==> config.mk <==
export PLATFORM = sky130hd
export DESIGN_NAME = proc_sequencer_flat
export DESIGN_NICKNAME = d
export VERILOG_FILES = /design/src/rtl/proc_sequencer_if.sv /design/src/rtl/proc_sequencer.sv /design/src/flat_wrapper.sv
export SDC_FILE = /design/constraint.sdc
export NUM_CORES = 1
export LEC_CHECK = 0
export CAP_MARGIN = 10
export CORE_AREA = 2 2 79 111
export CTS_BUF_LIST = sky130_fd_sc_hd__clkbuf_2 sky130_fd_sc_hd__clkbuf_4 sky130_fd_sc_hd__clkbuf_8
export CTS_CLUSTER_DIAMETER = 50
export DETAILED_ROUTE_END_ITERATION = 10
export DIE_AREA = 0 0 81 113
export PLACE_DENSITY = 0.87
export SLEW_MARGIN = 30
export SYNTH_ARGS = -nofsm -noshare
export SYNTH_HDL_FRONTEND = slang
export SYNTH_SLANG_ARGS = --single-unit
==> constraint.sdc <==
create_clock -name clk -period 5.95 [get_ports clk]
set_input_delay 0.595 -clock clk [delete_from_list [all_inputs] [get_ports clk]]
set_output_delay 0.595 -clock clk [all_outputs]
set_load 0.01 [all_outputs]
==> src/rtl/proc_sequencer_if.sv <==
// proc_sequencer_if
//   Groups the sequencer's handshake and bus signals.
//   master: the sequencer (drives control outputs, samples start/prog/halt/dump_ready)
//   slave : the environment / datapath side (the mirror image)
//   Signals: start; prog_valid/prog_data/prog_ready (program load);
//            instr_addr/instr_data/instr_write/instr_read (instruction memory);
//            pc_reset/pc_write (PC register); initializing/ending (address muxes);
//            halt, run_cycle (run control); end_read_reg1/end_read_reg2/end_mem_addr,
//            dump_valid/dump_kind/dump_ready (dump handshake); done.
interface proc_sequencer_if;
    logic        start;
    logic        prog_valid;
    logic [31:0] prog_data;
    logic        prog_ready;
    logic [31:0] instr_addr;
    logic [31:0] instr_data;
    logic        instr_write;
    logic        instr_read;
    logic        pc_reset;
    logic        pc_write;
    logic        initializing;
    logic        ending;
    logic        halt;
    logic [15:0] run_cycle;
    logic [4:0]  end_read_reg1;
    logic [4:0]  end_read_reg2;
    logic [31:0] end_mem_addr;
    logic        dump_valid;
    logic        dump_kind;
    logic        dump_ready;
    logic        done;

    modport master (
        input  start, prog_valid, prog_data, halt, dump_ready,
        output prog_ready, instr_addr, instr_data, instr_write, instr_read,
               pc_reset, pc_write, initializing, ending, run_cycle,
               end_read_reg1, end_read_reg2, end_mem_addr,
               dump_valid, dump_kind, done
    );

    modport slave (
        output start, prog_valid, prog_data, halt, dump_ready,
        input  prog_ready, instr_addr, instr_data, instr_write, instr_read,
               pc_reset, pc_write, initializing, ending, run_cycle,
               end_read_reg1, end_read_reg2, end_mem_addr,
               dump_valid, dump_kind, done
    );
endinterface

==> src/rtl/proc_sequencer.sv <==
// proc_sequencer
//   Drives a load / run / dump sequence around a small processor datapath:
//   loads PROG_LEN program words into instruction memory, runs the processor
//   for up to RUN_CYCLES cycles (or until halt), dumps the 16 register pairs
//   and MEM_BYTES data-memory bytes, then reports done.
//   Ports: clk   - single clock, rising edge
//          reset - asynchronous, active-high
//          bus   - proc_sequencer_if.master (all handshake / control signals)
module proc_sequencer #(
    parameter int PROG_LEN   = 17,
    parameter int RUN_CYCLES = 50,
    parameter int MEM_BYTES  = 64
) (
    input  logic                  clk,
    input  logic                  reset,
    proc_sequencer_if.master      bus
);

    typedef enum logic [2:0] {
        IDLE,
        LOAD,
        RUN,
        DUMP_REG,
        DUMP_MEM,
        DONE
    } state_t;

    // Widths cover the full parameter ranges so no counter can wrap.
    localparam logic [9:0]  LAST_IDX  = 10'(PROG_LEN - 1);
    localparam logic [15:0] LAST_RUN  = 16'(RUN_CYCLES - 1);
    localparam logic [15:0] LAST_MEM  = 16'(MEM_BYTES - 1);
    localparam logic [3:0]  LAST_PAIR = 4'd15;

    state_t      state;
    logic [9:0]  loadIdx;
    logic [15:0] runCycle;
    logic [3:0]  pairIdx;
    logic [15:0] memAddr;

    always_ff @(posedge clk or posedge reset) begin
        if (reset) begin
            state    <= IDLE;
            loadIdx  <= '0;
            runCycle <= '0;
            pairIdx  <= '0;
            memAddr  <= '0;
        end else begin
            case (state)
                IDLE, DONE: begin
                    if (bus.start) begin
                        state    <= LOAD;
                        loadIdx  <= '0;
                        runCycle <= '0;
                        pairIdx  <= '0;
                        memAddr  <= '0;
                    end
                end
                LOAD: begin
                    if (bus.prog_valid) begin
                        if (loadIdx == LAST_IDX) state <= RUN;
                        else                     loadIdx <= loadIdx + 10'd1;
                    end
                end
                RUN: begin
                    // The exit cycle does not count up, so run_cycle keeps
                    // the value it had in the final RUN cycle.
                    if (bus.halt || runCycle == LAST_RUN) begin
                        state   <= DUMP_REG;
                        pairIdx <= '0;
                    end else begin
                        runCycle <= runCycle + 16'd1;
                    end
                end
                DUMP_REG: begin
                    if (bus.dump_ready) begin
                        if (pairIdx == LAST_PAIR) begin
                            state   <= DUMP_MEM;
                            memAddr <= '0;
                        end else begin
                            pairIdx <= pairIdx + 4'd1;
                        end
                    end
                end
                DUMP_MEM: begin
                    if (bus.dump_ready) begin
                        if (memAddr == LAST_MEM) state <= DONE;
                        else                     memAddr <= memAddr + 16'd1;
                    end
                end
                default: state <= IDLE;
            endcase
        end
    end

    // Moore outputs decoded from the state register; instr_write is the one
    // combinational pass-through of prog_valid during LOAD.
    always_comb begin
        bus.prog_ready    = 1'b0;
        bus.instr_addr    = '0;
        bus.instr_data    = '0;
        bus.instr_write   = 1'b0;
        bus.instr_read    = 1'b0;
        bus.pc_reset      = 1'b0;
        bus.pc_write      = 1'b0;
        bus.initializing  = 1'b0;
        bus.ending        = 1'b0;
        bus.end_read_reg1 = '0;
        bus.end_read_reg2 = '0;
        bus.end_mem_addr  = '0;
        bus.dump_valid    = 1'b0;
        bus.dump_kind     = 1'b0;
        bus.done          = 1'b0;
        bus.run_cycle     = runCycle;
        case (state)
            IDLE: begin
                bus.initializing = 1'b1;
                bus.pc_reset     = 1'b1;
            end
            LOAD: begin
                bus.prog_ready   = 1'b1;
                bus.instr_write  = bus.prog_valid;
                bus.instr_addr   = {20'd0, loadIdx, 2'b00};
                bus.instr_data   = bus.prog_data;
                bus.pc_reset     = 1'b1;
                bus.initializing = 1'b1;
            end
            RUN: begin
                bus.pc_write   = 1'b1;
                bus.instr_read = 1'b1;
            end
            DUMP_REG: begin
                bus.ending        = 1'b1;
                bus.dump_valid    = 1'b1;
                bus.end_read_reg1 = {pairIdx, 1'b0};
                bus.end_read_reg2 = {pairIdx, 1'b1};
            end
            DUMP_MEM: begin
                bus.ending       = 1'b1;
                bus.dump_valid   = 1'b1;
                bus.dump_kind    = 1'b1;
                bus.end_mem_addr = {16'd0, memAddr};
            end
            DONE: begin
                bus.done   = 1'b1;
                bus.ending = 1'b1;
            end
            default: begin
                bus.initializing = 1'b1;
                bus.pc_reset     = 1'b1;
            end
        endcase
    end

endmodule

==> src/flat_wrapper.sv <==
// flat-port wrapper written by rule: the top's interface ports become plain ports
module proc_sequencer_flat 
#(
    parameter int PROG_LEN   = 17,
    parameter int RUN_CYCLES = 50,
    parameter int MEM_BYTES  = 64
)
  (clk, reset, bus_start, bus_prog_valid, bus_prog_data, bus_halt, bus_dump_ready, bus_prog_ready, bus_instr_addr, bus_instr_data, bus_instr_write, bus_instr_read, bus_pc_reset, bus_pc_write, bus_initializing, bus_ending, bus_run_cycle, bus_end_read_reg1, bus_end_read_reg2, bus_end_mem_addr, bus_dump_valid, bus_dump_kind, bus_done);
  proc_sequencer_if bus_i ();
  input  logic clk;
  input  logic reset;
  input wire logic [$bits(bus_i.start)-1:0] bus_start;
  input wire logic [$bits(bus_i.prog_valid)-1:0] bus_prog_valid;
  input wire logic [$bits(bus_i.prog_data)-1:0] bus_prog_data;
  input wire logic [$bits(bus_i.halt)-1:0] bus_halt;
  input wire logic [$bits(bus_i.dump_ready)-1:0] bus_dump_ready;
  output wire logic [$bits(bus_i.prog_ready)-1:0] bus_prog_ready;
  output wire logic [$bits(bus_i.instr_addr)-1:0] bus_instr_addr;
  output wire logic [$bits(bus_i.instr_data)-1:0] bus_instr_data;
  output wire logic [$bits(bus_i.instr_write)-1:0] bus_instr_write;
  output wire logic [$bits(bus_i.instr_read)-1:0] bus_instr_read;
  output wire logic [$bits(bus_i.pc_reset)-1:0] bus_pc_reset;
  output wire logic [$bits(bus_i.pc_write)-1:0] bus_pc_write;
  output wire logic [$bits(bus_i.initializing)-1:0] bus_initializing;
  output wire logic [$bits(bus_i.ending)-1:0] bus_ending;
  output wire logic [$bits(bus_i.run_cycle)-1:0] bus_run_cycle;
  output wire logic [$bits(bus_i.end_read_reg1)-1:0] bus_end_read_reg1;
  output wire logic [$bits(bus_i.end_read_reg2)-1:0] bus_end_read_reg2;
  output wire logic [$bits(bus_i.end_mem_addr)-1:0] bus_end_mem_addr;
  output wire logic [$bits(bus_i.dump_valid)-1:0] bus_dump_valid;
  output wire logic [$bits(bus_i.dump_kind)-1:0] bus_dump_kind;
  output wire logic [$bits(bus_i.done)-1:0] bus_done;
  assign bus_i.start = bus_start;
  assign bus_i.prog_valid = bus_prog_valid;
  assign bus_i.prog_data = bus_prog_data;
  assign bus_i.halt = bus_halt;
  assign bus_i.dump_ready = bus_dump_ready;
  assign bus_prog_ready = bus_i.prog_ready;
  assign bus_instr_addr = bus_i.instr_addr;
  assign bus_instr_data = bus_i.instr_data;
  assign bus_instr_write = bus_i.instr_write;
  assign bus_instr_read = bus_i.instr_read;
  assign bus_pc_reset = bus_i.pc_reset;
  assign bus_pc_write = bus_i.pc_write;
  assign bus_initializing = bus_i.initializing;
  assign bus_ending = bus_i.ending;
  assign bus_run_cycle = bus_i.run_cycle;
  assign bus_end_read_reg1 = bus_i.end_read_reg1;
  assign bus_end_read_reg2 = bus_i.end_read_reg2;
  assign bus_end_mem_addr = bus_i.end_mem_addr;
  assign bus_dump_valid = bus_i.dump_valid;
  assign bus_dump_kind = bus_i.dump_kind;
  assign bus_done = bus_i.done;
  proc_sequencer #(.PROG_LEN(PROG_LEN), .RUN_CYCLES(RUN_CYCLES), .MEM_BYTES(MEM_BYTES)) u_core (.clk(clk), .reset(reset), .bus(bus_i));
endmodule
==> results.ini, run 1 <==
[synth]
synth_area_per_cell_um2=8.10
synth_top_cell_area_share_pct=33.1
yosys-top-cells-area=dfrtp_1 33%, buf_4 9.3%, and2_1 9.3%
seq_area_frac_synth_pct=33.1
async_reset_ff_share_pct=100
synth.distinct_cells=56
yosys.area.top_type=dfrtp_1
synthesis.area_mm2=0.00370
yosys_warnings=0
ys.flop_type=dfrtp_1
syn_inst=457
synth_edf_count=0
ys_ff_latch=49

[critical_path]
crit_fanout=42
cpPeakStageDelay_ns=0.65
cpMaxStageDelayCell=inv_1
worst_ep_required_time_ns=5.36
crit_type=register to primary output
crit_arrival_ns=2.99
crit_chain=or3b_2, inv_1, and2_1, clkdlybuf4s50_1
endpoint_kind=primary output
crit_family=buffers and inverters
start_kind=register
crit_start=u_core.state[0]
cp_num_buf_inv=2
worstReg2RegStart=u_core.state[2]

[global_routing]
grt_max_degree=50
grt_overflow=0
grt_use_total_pct=22.5
grt_first_pass_wirelength_um=16500
grt_pass1_vias=3374
antenna_found_initial=0

[power]
ir_drop_v=0.000229
power_density_mw_per_mm2=261
p_leak_uw=0.00210
p_total_uw=1300

[cts]
cts_resized=0
cts_setup_buffers=0
clk_pin_slew_ns=0.09
root_buffer=clkbuf_8
clock_latency_ns=0.30
cts_hold_buf=0
cts_inserted_buffers=5
cts_sinks=49
cts_tree=built
cts_buffer_depth=2
h-tree-depth=2

[drt]
drt-pass1-iter-count=5
routedWlPerCell_um=15.4
wl_met2_um=5380
wl_um=10300
wl_met3_um=682
drc=0
m1WireLength_um=4030
avgViaCountPerCell=5.46
ant_nets=0
via_count=3671
routed.top_layer=met4
drt_iter0_drc=181

[job]
cap_violations=0

[place]
io_buffers=130
place_congestion=0.989
dp_hpwl_um=7810

[cells_and_area]
antenna_cells=0
final_common_cell=clkdlybuf4s50_1
area.growth.synth_to_final_pct=34.8
nNetsFinal=613
final_layout_size_suffix_gt1_share_pct=4.04
layout_common_cells=130 x clkdlybuf4s50_1, 55 x and2_1, 49 x dfrtp_1

[die]
core_area_mm2=0.00810
die_x_um=81
placementRows=39
die_height_um=113
dieArea_mm2=0.00915
pin_count=170
start_util_pct=45.7

[sta]
fmax_ghz=0.279
slew_headroom_pct=41.6
slew_violations=0
finalCriticalPeriod_ns=3.58
fin_tns_setup_ns=0
tightest_slew_ns=0.875
hold_viol=0
finalCritPeriodShare_pct=60.2
rsz0062_at_grt=no
finClkSkew_ns=0.00517
whs_ns=0.534
final-setup-viol-count=0

[status]
status=finished clean

[min_path]
hold_class=register to register
min_from=u_core.loadIdx[0]

cell type report:
class,instances,area [um^2]
fillers,702,3110
clock inverters,1,30.0
repair buffers,131,1310
clock buffers,7,90.1
well taps,102,128
flip-flops and latches,49,1230
inverters,22,85.1
multi-input cells,360,2120
registers in the layout (all words and copies together), names as in the netlist:
register / cells
u_core.bus.run_cycle: 16
u_core.loadIdx: 10
u_core.memAddr: 16
u_core.pairIdx: 4
u_core.state: 3
final timing paths:
check                      slack [ns]  cells past startpoint                 endpoint
max                              2.37                      4        bus_instr_addr[4]
max in group asynchronous        4.81                      2       u_core.memAddr[13]
min in group asynchronous        0.72                      2  u_core.bus.run_cycle[2]
min                              0.53                      1        u_core.loadIdx[0]
min reg2reg                      0.53                      1        u_core.loadIdx[0]
max reg2reg                      3.06                      6       u_core.memAddr[15]
per-stage QoR:
stage | std cells | utilization (%) | setup slack [ns] | cell area (um^2)
global route | 672 | 61.6 | 2.08 | 4990
detailed placement | 664 | 60.1 | 2.71 | 4870
CTS | 672 | 61.6 | 2.35 | 4990
finish | 672 | 61.6 | 2.37 | 4990
floorplan | 495 | - | 3.58 | 3840
global placement | 664 | 60.1 | 2.80 | 4870
logic make-up after synthesis:
logic type / after synthesis / synth area share, %
and+or+nand+nor: 219 / 32.7
muxes: 15 / 4.09
AOI/OAI and AO/OA: 75 / 13.1
xor gates and xnor gates: 6 / 1.42
buffers and inverters: 86 / 13.4
adders and majority gates: 6 / 2.03
DFF: 49 / 33.1
other: 1 / 0.101
cell usage after synthesis, types with 3 or more instances:
cell type and n:
and2_1 55, nor3b_1 4, or4_1 4, nand3_1 22
nand2_1 37, buf_4 46, o21ai_0 23, or2_2 3
a21oi_1 14, clkbuf_1 18, xor2_1 5, nand3b_1 3
a31oi_1 8, nand4_1 12, inv_1 22, nor2_1 33
mux2i_1 14, o31ai_1 3, a41oi_1 3, nor4_1 3
or3_1 5, o21a_1 3, ha_1 6, dfrtp_1 49
nor2b_1 6, nand2b_1 6, nor3_1 6, and3_1 8
routing by layer:
metal / up-vias / global-route usage [%]
li1: 1723 / -
met2: 192 / 38.1
met5: - / 0
met4: 0 / 8.70
met1: 1736 / 28.8
met3: 20 / 3.11
report_power, final:
part	internal, uW	switching, uW	total, uW
Clock	142	114	256
Combinational	319	322	641
Sequential	358	49.5	407
(Power assumes the default switching activity.)
==> run 2: changes to the inputs <==
--- a/config.mk
+++ b/config.mk
@@ -6,12 +6,12 @@
 export NUM_CORES = 1
 export LEC_CHECK = 0
 export CAP_MARGIN = 10
-export CORE_AREA = 2 2 79 111
+export CORE_AREA = 2 2 86 121
 export CTS_BUF_LIST = sky130_fd_sc_hd__clkbuf_2 sky130_fd_sc_hd__clkbuf_4 sky130_fd_sc_hd__clkbuf_8
 export CTS_CLUSTER_DIAMETER = 50
 export DETAILED_ROUTE_END_ITERATION = 10
-export DIE_AREA = 0 0 81 113
-export PLACE_DENSITY = 0.87
+export DIE_AREA = 0 0 88 123
+export PLACE_DENSITY = 0.78
 export SLEW_MARGIN = 30
 export SYNTH_ARGS = -nofsm -noshare
 export SYNTH_HDL_FRONTEND = slang
==> constraint.sdc (replaced) <==
create_clock -name clk -period 3.1 [get_ports clk]
set_input_delay 0.31 -clock clk [delete_from_list [all_inputs] [get_ports clk]]
set_output_delay 0.31 -clock clk [all_outputs]
set_load 0.01 [all_outputs]
==> results.ini, run 2 (synthesis results as in run 1) <==
[global_routing]
grt_overflow=0  ; unchanged
antenna_found_initial=0  ; unchanged
grt_first_pass_wirelength_um=15900  ; was 16,500 um
grt_max_degree=50  ; unchanged
grt_use_total_pct=18.0  ; was 22.5%
grt_pass1_vias=3391  ; was 3,374

[sta]
finClkSkew_ns=0.00632  ; was 0.00517 ns
slew_headroom_pct=58.6  ; was 41.6%
whs_ns=0.427  ; was 0.534 ns
finalCritPeriodShare_pct=94.9
slew_violations=0  ; unchanged
hold_viol=0  ; unchanged
fmax_ghz=0.340
tightest_slew_ns=0.621  ; was 0.875 ns
rsz0062_at_grt=no  ; unchanged
finalCriticalPeriod_ns=2.94
fin_tns_setup_ns=0  ; unchanged
final-setup-viol-count=0  ; unchanged
setup_ws_ns=0.159  ; was 2.37 ns

[critical_path]
endpoint_kind=primary output  ; unchanged
worst_ep_required_time_ns=2.79  ; was 5.36 ns
crit_type=register to primary output  ; unchanged
r2r_cells=6  ; unchanged
crit_arrival_ns=2.63  ; was 2.99 ns
crit_fanout=42  ; unchanged
rrSetupSlack_ns=0.64  ; was 3.06 ns
worstReg2RegStart=u_core.state[0]  ; was u_core.state[2]
reg2reg_to=u_core.memAddr[15]  ; unchanged
start_kind=register  ; unchanged

[cells_and_area]
layout_common_cells=130 x clkdlybuf4s50_1, 55 x and2_1, 49 x dfrtp_1  ; unchanged
final_layout_size_suffix_gt1_share_pct=5.36  ; was 4.04%
nNetsFinal=621  ; was 613
multi_input_area_mm2=0.00212  ; unchanged
layout.area.seq_mm2=0.00123  ; unchanged
final_common_cell=clkdlybuf4s50_1  ; unchanged
antenna_cells=0  ; unchanged
area.growth.synth_to_final_pct=37.5  ; was 34.8%
utilization_pct=52.3  ; was 61.6%
nFillCells=913  ; was 702

[place]
dp_slack_ns=0.500  ; was 2.71 ns
place_congestion=0.882  ; was 0.989
dp_hpwl_um=7550  ; was 7810 um
io_buffers=130  ; unchanged

[drt]
via_count=3612  ; was 3,671
drt-pass1-iter-count=5  ; unchanged
drc=0  ; unchanged
ant_nets=0  ; unchanged
routedWlPerCell_um=14.0  ; was 15.4 um
wl_um=9970  ; was 10,300 um
avgViaCountPerCell=5.07  ; was 5.46
drt_iter0_drc=172  ; was 181

[status]
status=finished clean  ; unchanged

[cts]
clk_pin_slew_ns=0.09  ; about the same
clock_latency_ns=0.31  ; was 0.30 ns
cts_hold_buf=0  ; unchanged
cts_resized=0  ; unchanged
h-tree-depth=2  ; unchanged
cts_setup_buffers=0  ; unchanged
cts_inserted_buffers=5  ; unchanged
cts_tree=built  ; unchanged
cts_buffer_depth=2  ; unchanged
root_buffer=clkbuf_8  ; unchanged
cts_sinks=49  ; unchanged

[power]
ir_drop_v=0.000386  ; was 0.000229 V
p_leak_uw=0.00213  ; was 0.00210 uW
power_density_mw_per_mm2=501  ; was 261 mW/mm^2

[die]
die_height_um=123  ; was 113 um
core_area_mm2=0.00974  ; was 0.00810 mm^2
pin_count=170  ; unchanged
start_util_pct=38.0  ; was 45.7%
die_x_um=88  ; was 81 um
dieArea_mm2=0.0108  ; was 0.00915 mm^2
placementRows=43  ; was 39

[min_path]
hold_class=input port to asynchronous set/reset pin  ; was register to register

[job]
cap_violations=0  ; unchanged

-- run 2: changes by cell type in the layout (fill, tap and decap cells not counted), sizes merged --
cell	delta
buf	+8
-- run 2: worst max-delay path by stage --
stage | from | cells after the start | end | slack [ns]
finish | u_core.state[1] | 6 | bus_instr_addr[4] | 0.16
global route | u_core.state[1] | 6 | bus_instr_addr[4] | 0.01
CTS | u_core.state[1] | 6 | bus_instr_addr[4] | 0.14
detailed placement | u_core.state[1] | 6 | bus_instr_addr[4] | 0.50
global placement | u_core.state[1] | 6 | bus_instr_addr[4] | 0.56
floorplan | u_core.state[2] | 6 | bus_end_mem_addr[11] | 1.02
-- run 2: power by group --
| part | switching, uW | internal [uW] |
|---|---|---|
| clock | 225 | 272 |
| combinational | 656 | 655 |
| sequential | 55.5 | 688 |
| total | 937 | 1620 |
-- run 2: critical path, cell delays in order, from the launching register on --
cell and delay (ns):
dfrtp_1 0.41, buf_4 0.19, or3b_2 0.55, inv_1 0.08
buf_4 0.28, and2_1 0.24, clkdlybuf4s50_1 0.56
-- run 2: stage by stage --
stage / cells / area, um^2 / total power, uW
floorplan: 495 / 3840 / 1490
global placement: 705 / 4970 / 2050
detailed placement: 705 / 4970 / 2070
CTS: 713 / 5090 / 2570
global route: 713 / 5090 / 2720
finish: 713 / 5090 / 2550
-- run 2: area by class of cell --
class                      count  area share [%]
clock buffer                   7            1.77
clock inverter                 1           0.590
tap                          135            3.32
timing repair buffer         139            26.9
sequential                    49            24.1
inverter                      22            1.67
multi-input combinational    360            41.7
-- run 2: per-layer routing --
layer	GRT usage [%]	vias to the layer above	share of wire (%)
met3	2.80	8	5.2
met1	21.9	1728	40
met5	0	-	0
met2	31.5	143	53
met4	7.21	0	1.4
li1	-	1733	-
